File: src/rtl/sap2_mem_arb_pkg.sv
// rtl/sap2_mem_arb_pkg.sv - shared types and default widths for the SAP-2 memory arbiter
//
// Purpose : arbiter FSM states, requester ids and default bus widths.
// Ports   : none (package).
package sap2_mem_arb_pkg;

   localparam int DEF_ADDR_W = 8;
   localparam int DEF_DATA_W = 8;

   typedef enum logic [1:0] {
      IDLE,
      ISSUE,
      RESP
   } arb_state_t;

   // Encoding doubles as the bit index of each requester in req/grant vectors.
   typedef enum logic {
      REQ_CPU = 1'b0,
      REQ_LD  = 1'b1
   } req_id_t;

endpackage

File: src/rtl/sap2_rr_pick2.sv
// rtl/sap2_rr_pick2.sv - combinational 2-way round-robin picker
//
// Purpose : chooses one of two requesters; on a tie the one that did not win
//           last is chosen. The CPU can be masked out entirely.
// Ports   : i_req[1:0]    requests, bit 0 = CPU, bit 1 = loader
//           i_last_winner requester id of the previous grant (0 = CPU, 1 = LD)
//           i_mask_cpu    1 = CPU request is ignored
//           o_grant[1:0]  one-hot grant (or zero when nothing is eligible)
module sap2_rr_pick2
   import sap2_mem_arb_pkg::*;
(
   input  logic [1:0] i_req,
   input  logic       i_last_winner,
   input  logic       i_mask_cpu,
   output logic [1:0] o_grant
);

   logic [1:0] w_elig;

   assign w_elig = {i_req[1], i_req[0] & ~i_mask_cpu};

   always_comb begin
      o_grant = 2'b00;
      if (&w_elig) begin
         o_grant = (i_last_winner == REQ_LD) ? 2'b01 : 2'b10;
      end else begin
         o_grant = w_elig;
      end
   end

endmodule

File: src/rtl/sap2_mem_arbiter.sv
// rtl/sap2_mem_arbiter.sv - SAP-2 RAM arbiter between the CPU and the program loader
//
// Purpose : shares the single-port RAM between the CPU datapath and the
//           external loader. One access in flight, 3 cycles each
//           (IDLE -> ISSUE -> RESP). The loader may lock out the CPU.
// Ports   : i_clk, i_rst                         clock, sync active-high reset
//           i_cpu_req/we/addr/wdata              CPU request (held until gnt)
//           o_cpu_gnt/done/rdata, o_cpu_hold     CPU grant, completion, read data, stall
//           i_ld_req/we/addr/wdata, i_ld_lock    loader request and exclusive lock
//           o_ld_gnt/done/rdata                  loader grant, completion, read data
//           o_mem_en/we/addr/wdata, i_mem_rdata  registered RAM interface
module sap2_mem_arbiter
   import sap2_mem_arb_pkg::*;
#(
   parameter int ADDR_W = DEF_ADDR_W,
   parameter int DATA_W = DEF_DATA_W
)
(
   input  logic              i_clk,
   input  logic              i_rst,

   input  logic              i_cpu_req,
   input  logic              i_cpu_we,
   input  logic [ADDR_W-1:0] i_cpu_addr,
   input  logic [DATA_W-1:0] i_cpu_wdata,
   output logic              o_cpu_gnt,
   output logic              o_cpu_done,
   output logic [DATA_W-1:0] o_cpu_rdata,
   output logic              o_cpu_hold,

   input  logic              i_ld_req,
   input  logic              i_ld_we,
   input  logic [ADDR_W-1:0] i_ld_addr,
   input  logic [DATA_W-1:0] i_ld_wdata,
   output logic              o_ld_gnt,
   output logic              o_ld_done,
   output logic [DATA_W-1:0] o_ld_rdata,
   input  logic              i_ld_lock,

   output logic              o_mem_en,
   output logic              o_mem_we,
   output logic [ADDR_W-1:0] o_mem_addr,
   output logic [DATA_W-1:0] o_mem_wdata,
   input  logic [DATA_W-1:0] i_mem_rdata
);

   arb_state_t        r_state;
   req_id_t           r_last_winner;  // also identifies the in-flight requester
   logic              r_lock;
   logic              r_acc_we;       // in-flight access is a write
   logic              r_mem_en;
   logic              r_mem_we;
   logic [ADDR_W-1:0] r_mem_addr;
   logic [DATA_W-1:0] r_mem_wdata;
   logic              r_cpu_done;
   logic              r_ld_done;
   logic [DATA_W-1:0] r_cpu_rdata;
   logic [DATA_W-1:0] r_ld_rdata;

   logic [1:0]        w_grant;
   logic              w_arb;

   sap2_rr_pick2 u_pick (
      .i_req         ({i_ld_req, i_cpu_req}),
      .i_last_winner (r_last_winner),
      .i_mask_cpu    (r_lock),
      .o_grant       (w_grant)
   );

   // Grants only exist in IDLE. The mask uses the registered lock, so a lock
   // raised in the same IDLE cycle as a CPU request does not block that grant.
   assign w_arb     = (r_state == IDLE) && !i_rst;
   assign o_cpu_gnt = w_arb & w_grant[0];
   assign o_ld_gnt  = w_arb & w_grant[1];

   always_ff @(posedge i_clk) begin
      if (i_rst) begin
         r_state       <= IDLE;
         r_last_winner <= REQ_LD;
         r_lock        <= 1'b0;
         r_acc_we      <= 1'b0;
         r_mem_en      <= 1'b0;
         r_mem_we      <= 1'b0;
         r_mem_addr    <= '0;
         r_mem_wdata   <= '0;
         r_cpu_done    <= 1'b0;
         r_ld_done     <= 1'b0;
         r_cpu_rdata   <= '0;
         r_ld_rdata    <= '0;
      end else begin
         case (r_state)
            IDLE: begin
               r_lock <= i_ld_lock;
               if (|w_grant) begin
                  r_last_winner <= w_grant[1] ? REQ_LD : REQ_CPU;
                  r_mem_en      <= 1'b1;
                  r_mem_we      <= w_grant[1] ? i_ld_we    : i_cpu_we;
                  r_acc_we      <= w_grant[1] ? i_ld_we    : i_cpu_we;
                  r_mem_addr    <= w_grant[1] ? i_ld_addr  : i_cpu_addr;
                  r_mem_wdata   <= w_grant[1] ? i_ld_wdata : i_cpu_wdata;
                  r_state       <= ISSUE;
               end
            end
            ISSUE: begin
               r_mem_en   <= 1'b0;
               r_mem_we   <= 1'b0;
               r_cpu_done <= (r_last_winner == REQ_CPU);
               r_ld_done  <= (r_last_winner == REQ_LD);
               r_state    <= RESP;
            end
            RESP: begin
               r_cpu_done <= 1'b0;
               r_ld_done  <= 1'b0;
               // Keep the last read value so rdata stays stable after done.
               if (!r_acc_we) begin
                  if (r_last_winner == REQ_CPU) begin
                     r_cpu_rdata <= i_mem_rdata;
                  end else begin
                     r_ld_rdata  <= i_mem_rdata;
                  end
               end
               r_state <= IDLE;
            end
            default: begin
               r_state <= IDLE;
            end
         endcase
      end
   end

   // Read data is passed straight through from the RAM in the done cycle.
   assign o_cpu_rdata = (r_cpu_done && !r_acc_we) ? i_mem_rdata : r_cpu_rdata;
   assign o_ld_rdata  = (r_ld_done  && !r_acc_we) ? i_mem_rdata : r_ld_rdata;

   assign o_cpu_done  = r_cpu_done;
   assign o_ld_done   = r_ld_done;
   assign o_cpu_hold  = r_lock;
   assign o_mem_en    = r_mem_en;
   assign o_mem_we    = r_mem_we;
   assign o_mem_addr  = r_mem_addr;
   assign o_mem_wdata = r_mem_wdata;

endmodule

File: config.mk
export PLATFORM = sky130hd
export DESIGN_NAME = sap2_mem_arbiter
export DESIGN_NICKNAME = d
export VERILOG_FILES = /design/src/rtl/sap2_mem_arb_pkg.sv /design/src/rtl/sap2_rr_pick2.sv /design/src/rtl/sap2_mem_arbiter.sv
export SDC_FILE = /design/constraint.sdc
export NUM_CORES = 1
export LEC_CHECK = 0
export ABC_AREA = 1
export CAP_MARGIN = 0
export CORE_ASPECT_RATIO = 0.6
export CORE_UTILIZATION = 42
export DETAILED_ROUTE_END_ITERATION = 10
export PLACE_DENSITY = 0.79
export SLEW_MARGIN = 20
export SYNTH_ARGS = -nofsm -noshare
export SYNTH_HDL_FRONTEND = slang
export SYNTH_HIERARCHICAL = 1
export SYNTH_SLANG_ARGS = --single-unit
File: constraint.sdc
create_clock -name i_clk -period 1.4 [get_ports i_clk]
set_input_delay 0.28 -clock i_clk [delete_from_list [all_inputs] [get_ports i_clk]]
set_output_delay 0.28 -clock i_clk [all_outputs]
set_load 0.005 [all_outputs]
==> results of run 1 <==
timing repair:
action                     CTS  global route
hold buffers                 0             0
setup endpoints to repair   56            56
pin swaps                    5            12
gates resized for setup    148            57
setup buffers                1             7
cloned                       0             2
routing by layer:
layer  GRT usage [%]  vias to the layer above  part of all wire [%]  wire length [um]
met2            37.8                      120                    46              3530
met5               0                        -                     0                 0
met1            35.9                     1145                    43              3270
met3            6.20                       28                   7.4               569
met4            7.03                        0                   3.5               269
li1                -                     1193                     -                 -
cells by family (layout without fill, tap and decap cells):
kind of cell,after synthesis,after routing,share of synthesized area (%)
and+or+nand+nor,159,159,30.6
AOI/OAI and AO/OA,61,61,17.9
buffers and inverters,35,161,7.95
adders and majority gates,4,4,2.50
DFF,41,41,41.1
critical path, delay by kind of cell, from the launching register on:
family	cells	cell delay (ps)
AO/OA/AOI/OAI	1	160
buffers and inverters	3	240
AND/OR/NAND/NOR	1	210
flip-flops	1	360
cells in the final DEF, fill, tap and decap left out, types with 7 or more instances in the layout:
cell type,synthesis,routed
nand2_2,1,18
dfxtp_2,0,9
dlygate4sd2_1,0,18
inv_1,21,13
inv_2,1,7
buf_2,7,17
clkdlybuf4s50_1,0,43
o21ai_1,0,11
dfxtp_1,41,32
o21ai_0,38,19
nor2_1,40,39
buf_4,1,35
nand2_4,0,9
o21ai_2,0,7
a21oi_2,11,16
nand2_1,111,85
area by class of cell:
type	instances	share of cell area [%]
flip-flops and latches	41	23.5
clock inverters	1	0.141
clock buffers	5	1.94
repair buffers	132	34.8
inverters	23	2.65
multi-input cells	224	34.8
well taps	63	2.23
worst paths after layout:
path / to / slack, ps / cells past startpoint
setup / recovery: o_cpu_gnt / -130 / 5
hold / removal: r_acc_we / 420 / 3
setup reg to reg: o_mem_addr[7] / -130 / 9
hold reg to reg: o_mem_wdata[1] / 460 / 2
state kept, by name, indices dropped and copies added, names as in the netlist:
register	flops
o_mem_addr	8
o_mem_wdata	8
r_cpu_rdata	8
r_ld_rdata	8
r_state	2
o_cpu_done	1
o_cpu_hold	1
o_ld_done	1
o_mem_en	1
o_mem_we	1
r_acc_we	1
r_last_winner	1
report_power, final:
part	internal [mW]	total (mW)	switching (mW)
Clock	0.328	0.716	0.388
Sequential	1.40	1.55	0.149
Combinational	1.37	2.80	1.43
Total	3.10	5.06	1.96
==> impl_metrics.env, run 1 <==
export IMPL_status="complete, but fails checks"
export IMPL_violations="negative setup slack"
export IMPL_via_per_inst=5.08
export IMPL_place_ws_ps=-634
export IMPL_clk_pin_slew_ps=80
export IMPL_fill_cells=327
export IMPL_cts_buffer_depth=2
export IMPL_dieHeight_um=55.4
export IMPL_min_delay_path_class="in -> reg"
export IMPL_yosysWarnings=6
export IMPL_fin_util_pct=77.6
export IMPL_clock_skew_ps=4.58
export IMPL_slew_violations=0
export IMPL_avgSynthCellArea_um2=6.66
export IMPL_synthTopCellsByArea="dfxtp_1 41%, nand2_1 21%, o21ai_0 9.5%"
export IMPL_path_max_fanout=2
export IMPL_fp_coreArea_mm2=0.00456
export IMPL_max_cap_violations=0
export IMPL_vdd_ir_drop_max_v=0.000682
export IMPL_crit_required_ps=1120
export IMPL_cp_slowest_cell="dfxtp_2"
export IMPL_layout_cells_non_filler=489
export IMPL_die_area_mm2=0.00505
export IMPL_cts_inserted_buffers=5
export IMPL_min_period_over_period_pct=109
export IMPL_fmax_ghz=0.652
export IMPL_clk_latency_ps=290
export IMPL_gp_congestion=0.778
export IMPL_grt_pass1_wl_mm=9.89
export IMPL_multi_input_area_mm2=0.00123
export IMPL_grt_setup_unrepaired="yes"
export IMPL_regArea_um2=832
export IMPL_synth_enable_flop_cells=0
export IMPL_arrival_ps=1250
export IMPL_synth_common_cells="111 x nand2_1, 41 x dfxtp_1, 40 x nor2_1"
export IMPL_cts_tree="done"
export IMPL_grt_pass1_vias=2137
export IMPL_slew_headroom_pct=79.4
export IMPL_setup_viol=41
export IMPL_mappedNetlistArea_mm2=0.00200
export IMPL_drt_first_pass_iters=4
export IMPL_total_power_mw=5.06
export IMPL_hp_start="i_rst"
export IMPL_io_buffers=85
export IMPL_async_reset_ff_share_pct=0
export IMPL_netlist_area_leader_share_pct=41.1
export IMPL_p_per_area_mw_per_mm2=1430
export IMPL_ant_nets=0
export IMPL_dr_first_iter_drc_count=197
export IMPL_drive_above_1_share_pct=34.7
export IMPL_synth_seq_cells=41
export IMPL_start_util_pct=43.8
export IMPL_rows=19
export IMPL_final_area_mm2=0.00354
export IMPL_path_cells="buf_6 -> inv_2 -> a21oi_2 -> and3_4 -> buf_6"
export IMPL_routedWlPerCell_um=15.6
export IMPL_dpl_cell_area_mm2=0.00316
export IMPL_worst_slew_pin_slew_ps=306
export IMPL_syn_to_final_growth_pct=77.2
export IMPL_grt_use_total_pct=25.1
export IMPL_period_minus_slack_ps=1530
export IMPL_drc=0
export IMPL_crit_top_cell="buf_6"
export IMPL_worstSetupPathType="reg -> out"
export IMPL_cpPeakStageDelay_ps=360
export IMPL_diodes=0
export IMPL_synth_seq_area_share_pct=41.1
export IMPL_nets=478
export IMPL_finalHoldViolCount=0
export IMPL_dieWidth_um=91.0
export IMPL_synth_cell_type_count=21
export IMPL_h_tree_depth=2
export IMPL_grt_max_degree=23
export IMPL_dp_cells=473
export IMPL_vias=2486
export IMPL_synth_nets=351
export IMPL_end_kind="output pin"
export IMPL_worstSetupStartpoint="r_last_winner"
export IMPL_reg2reg_from="r_last_winner"
export IMPL_critPathLaunchType="register"
export IMPL_drt_total_wl_mm=7.64
export IMPL_dp_hpwl_mm=4.45
export IMPL_tns_ps=-3360
export IMPL_hold_slack_ps=418
export IMPL_postSynthCellCount=300
export IMPL_antenna_found_initial=0
export IMPL_p_leak_nw=1.75
export IMPL_ioPinCount=86
export IMPL_cts_root_buf="clkbuf_8"
export IMPL_clock_sinks=41
export IMPL_dominantRegCellSynth="dfxtp_1"
export IMPL_grt_ovfl_total=0
export IMPL_synth_top_area_cell="dfxtp_1"
export IMPL_synth_most_common_cell="nand2_1"
export IMPL_setup_ws_ps=-133
(Power assumes the default switching activity.)
==> inputs of run 2 (changes only) <==
==> constraint.sdc (replaced) <==
create_clock -name i_clk -period 1.5 [get_ports i_clk]
set_input_delay 0.3 -clock i_clk [delete_from_list [all_inputs] [get_ports i_clk]]
set_output_delay 0.3 -clock i_clk [all_outputs]
set_load 0.005 [all_outputs]
==> run 2 against run 1 <==
Compared with the run above:
- the flow still finishes with violations (negative setup slack)
- utilization up 3.5 points
- sequential share of layout area fell by 0.61 points
- clock power increased by 3%
- sequential power is 4% lower
- first-iteration DRC count is 19% higher
- worst setup slack got worse by 3.1 ps
- clock skew increased by 0.66 ps
- die area did not move
- flip-flop and latch count unchanged
- highest routed layer unchanged
- global-route usage is 0.60 points higher
- cell count is 1.4% higher
==> impl_metrics.env, run 2 (synthesized netlist as in run 1, its figures left out) <==
export IMPL_vias=2605
export IMPL_ant_nets=0
export IMPL_clk_latency_ps=290
export IMPL_critPathLaunchType="register"
export IMPL_dieHeight_um=55.4
export IMPL_die_area_mm2=0.00505
export IMPL_p_sw_mw=1.99
export IMPL_hp_start="o_mem_wdata[7]"
export IMPL_dr_first_iter_drc_count=234
export IMPL_drive_above_1_share_pct=38.1
export IMPL_grt_setup_unrepaired="yes"
export IMPL_grt_pass1_vias=2163
export IMPL_tns_ps=-1560
export IMPL_end_kind="output pin"
export IMPL_setup_ws_ps=-136
export IMPL_status="complete, but fails checks"
export IMPL_violations="negative setup slack"
export IMPL_p_leak_nw=1.73
export IMPL_crit_end="o_ld_gnt"
export IMPL_arrival_ps=1340
export IMPL_clk_pin_slew_ps=80
export IMPL_rows=19
export IMPL_r2r_end="o_mem_wdata[5]"
export IMPL_cts_tree="done"
export IMPL_dpl_cell_area_mm2=0.00316
export IMPL_dp_hpwl_mm=4.36
export IMPL_via_per_inst=5.25
export IMPL_grt_ovfl_total=0
export IMPL_diodes=0
export IMPL_start_util_pct=43.8
export IMPL_min_delay_path_class="reg -> reg"
export IMPL_grt_max_degree=23
export IMPL_clock_skew_ps=5.25
export IMPL_dieWidth_um=91.0
export IMPL_routedWlPerCell_um=16.5
export IMPL_p_per_area_mw_per_mm2=1400
export IMPL_setup_viol=27
export IMPL_min_period_over_period_pct=109
export IMPL_crit_required_ps=1200
export IMPL_drt_first_pass_iters=9
export IMPL_syn_to_final_growth_pct=85.2
export IMPL_io_buffers=85
export IMPL_max_cap_violations=0
export IMPL_reg2reg_depth=9
export IMPL_path_cells="inv_2 -> ha_4 -> buf_6 -> inv_4 -> nor3_4 -> buf_2"
export IMPL_path_max_fanout=2
export IMPL_comb_power_share_pct=56.9
export IMPL_drt_total_wl_mm=8.20
export IMPL_worstSetupPathType="reg -> out"
export IMPL_cp_depth=6
export IMPL_antenna_found_initial=0
export IMPL_worst_slew_pin_slew_ps=343
export IMPL_period_minus_slack_ps=1640
export IMPL_mostFrequentLayoutCell="nand2_1"
export IMPL_h_tree_depth=2
export IMPL_place_ws_ps=-593
export IMPL_cpPeakStageDelay_ps=330
export IMPL_fill_cells=267
export IMPL_vdd_ir_drop_max_v=0.000618
export IMPL_fp_coreArea_mm2=0.00456
export IMPL_worstPathBufferInverterCount=4
export IMPL_worstSetupStartpoint="r_state[1]"
export IMPL_nets=484
export IMPL_switching_share_pct=38.5
export IMPL_finalHoldViolCount=0
export IMPL_gp_congestion=0.798
export IMPL_final_area_mm2=0.00370
export IMPL_multi_input_area_mm2=0.00128
export IMPL_reg2reg_from="r_last_winner"
export IMPL_drc=0
export IMPL_grt_use_total_pct=25.7
export IMPL_reg2reg_slack_ps=-100
export IMPL_cts_inserted_buffers=5
export IMPL_cts_root_buf="clkbuf_8"
export IMPL_fin_util_pct=81.1
export IMPL_pwr_share_seq_pct=28.9
export IMPL_slew_headroom_pct=77.1
export IMPL_cp_slowest_cell="dfxtp_2"
export IMPL_power_frac_clock_pct=14.2
export IMPL_clock_sinks=41
export IMPL_layout_common_cells="85 x nand2_1, 59 x clkdlybuf4s50_1, 39 x nor2_1"
export IMPL_regArea_um2=847
export IMPL_fmax_ghz=0.611
export IMPL_cts_buffer_depth=2
export IMPL_p_int_mw=3.18
export IMPL_critPathTopFamily="buffers and inverters"
export IMPL_slew_violations=0
export IMPL_grt_pass1_wl_mm=10.3
export IMPL_ioPinCount=86
-- run 2: cell types whose count changed in the layout (fill, tap and decap cells not counted), moves of 4 or more --
cell / change
clkdlybuf4s50_1: +16
dfxtp_2: +12
dfxtp_1: -12
dlygate4sd2_1: -12
inv_2: -4
nand2_4: +8
nand2_2: -8
buf_6: +9
dlymetal6s2s_1: -4
-- run 2: timing repair --
action,CTS,global route
pin swaps,8,24
hold buffers,0,0
setup endpoints to repair,43,45
gates cloned,1,3
buffers inserted,11,4
resized for setup,123,91
-- run 2: stage by stage --
step | hold WS, ps | total power [mW] | cells
floorplan | 435 | 2.31 | 300
global placement | 449 | 3.43 | 473
detailed placement | 457 | 3.47 | 473
CTS | 468 | 4.41 | 491
global route | 471 | 5.41 | 496
finish | 464 | 5.17 | 496
-- run 2: final cells by class --
cell class / instances / area share (%)
multi-input combinational: 224 / 34.7
tap: 63 / 2.13
clock buffer: 7 / 2.33
timing repair buffer: 138 / 35.3
sequential: 41 / 22.9
inverter: 23 / 2.64
-- run 2: worst register-to-register path, cell delays in order (launching register included) --
cell,delay [ps]
dfxtp_2,340
buf_6,120
inv_4,50
a21oi_4,50
buf_6,120
buf_4,130
o21ai_4,310
clkbuf_16,250
nand2_4,60
a21oi_2,110
-- run 2: worst min path at each step --
stage | end | depth (start not counted)
2_1_floorplan | o_cpu_hold | 2
3_3_place_gp | o_mem_wdata[7] | 2
5_1_grt | o_mem_addr[5] | 2
6_report | o_mem_wdata[7] | 2
4_1_cts | o_mem_addr[6] | 2
3_5_place_dp | o_mem_addr[6] | 2
-- run 2: power by group through the flow --
stage                     registers [mW]  clock network (mW)  logic [mW]
after CTS                           1.42               0.735        2.26
final                               1.49               0.734        2.94
after global routing                1.52               0.795        3.10
after global placement              1.41                   0        2.03
after detailed placement            1.42                   0        2.05
after floorplan                     1.43                   0       0.886
-- run 2: layer usage --
layer  vias up  part of all wire (%)  global-route usage (%)
met5         -                     0                       0
met4         0                   3.5                    3.40
met3        34                   8.0                    6.47
met2       156                    44                    39.2
met1      1205                    45                    37.7
li1       1210                     -                       -
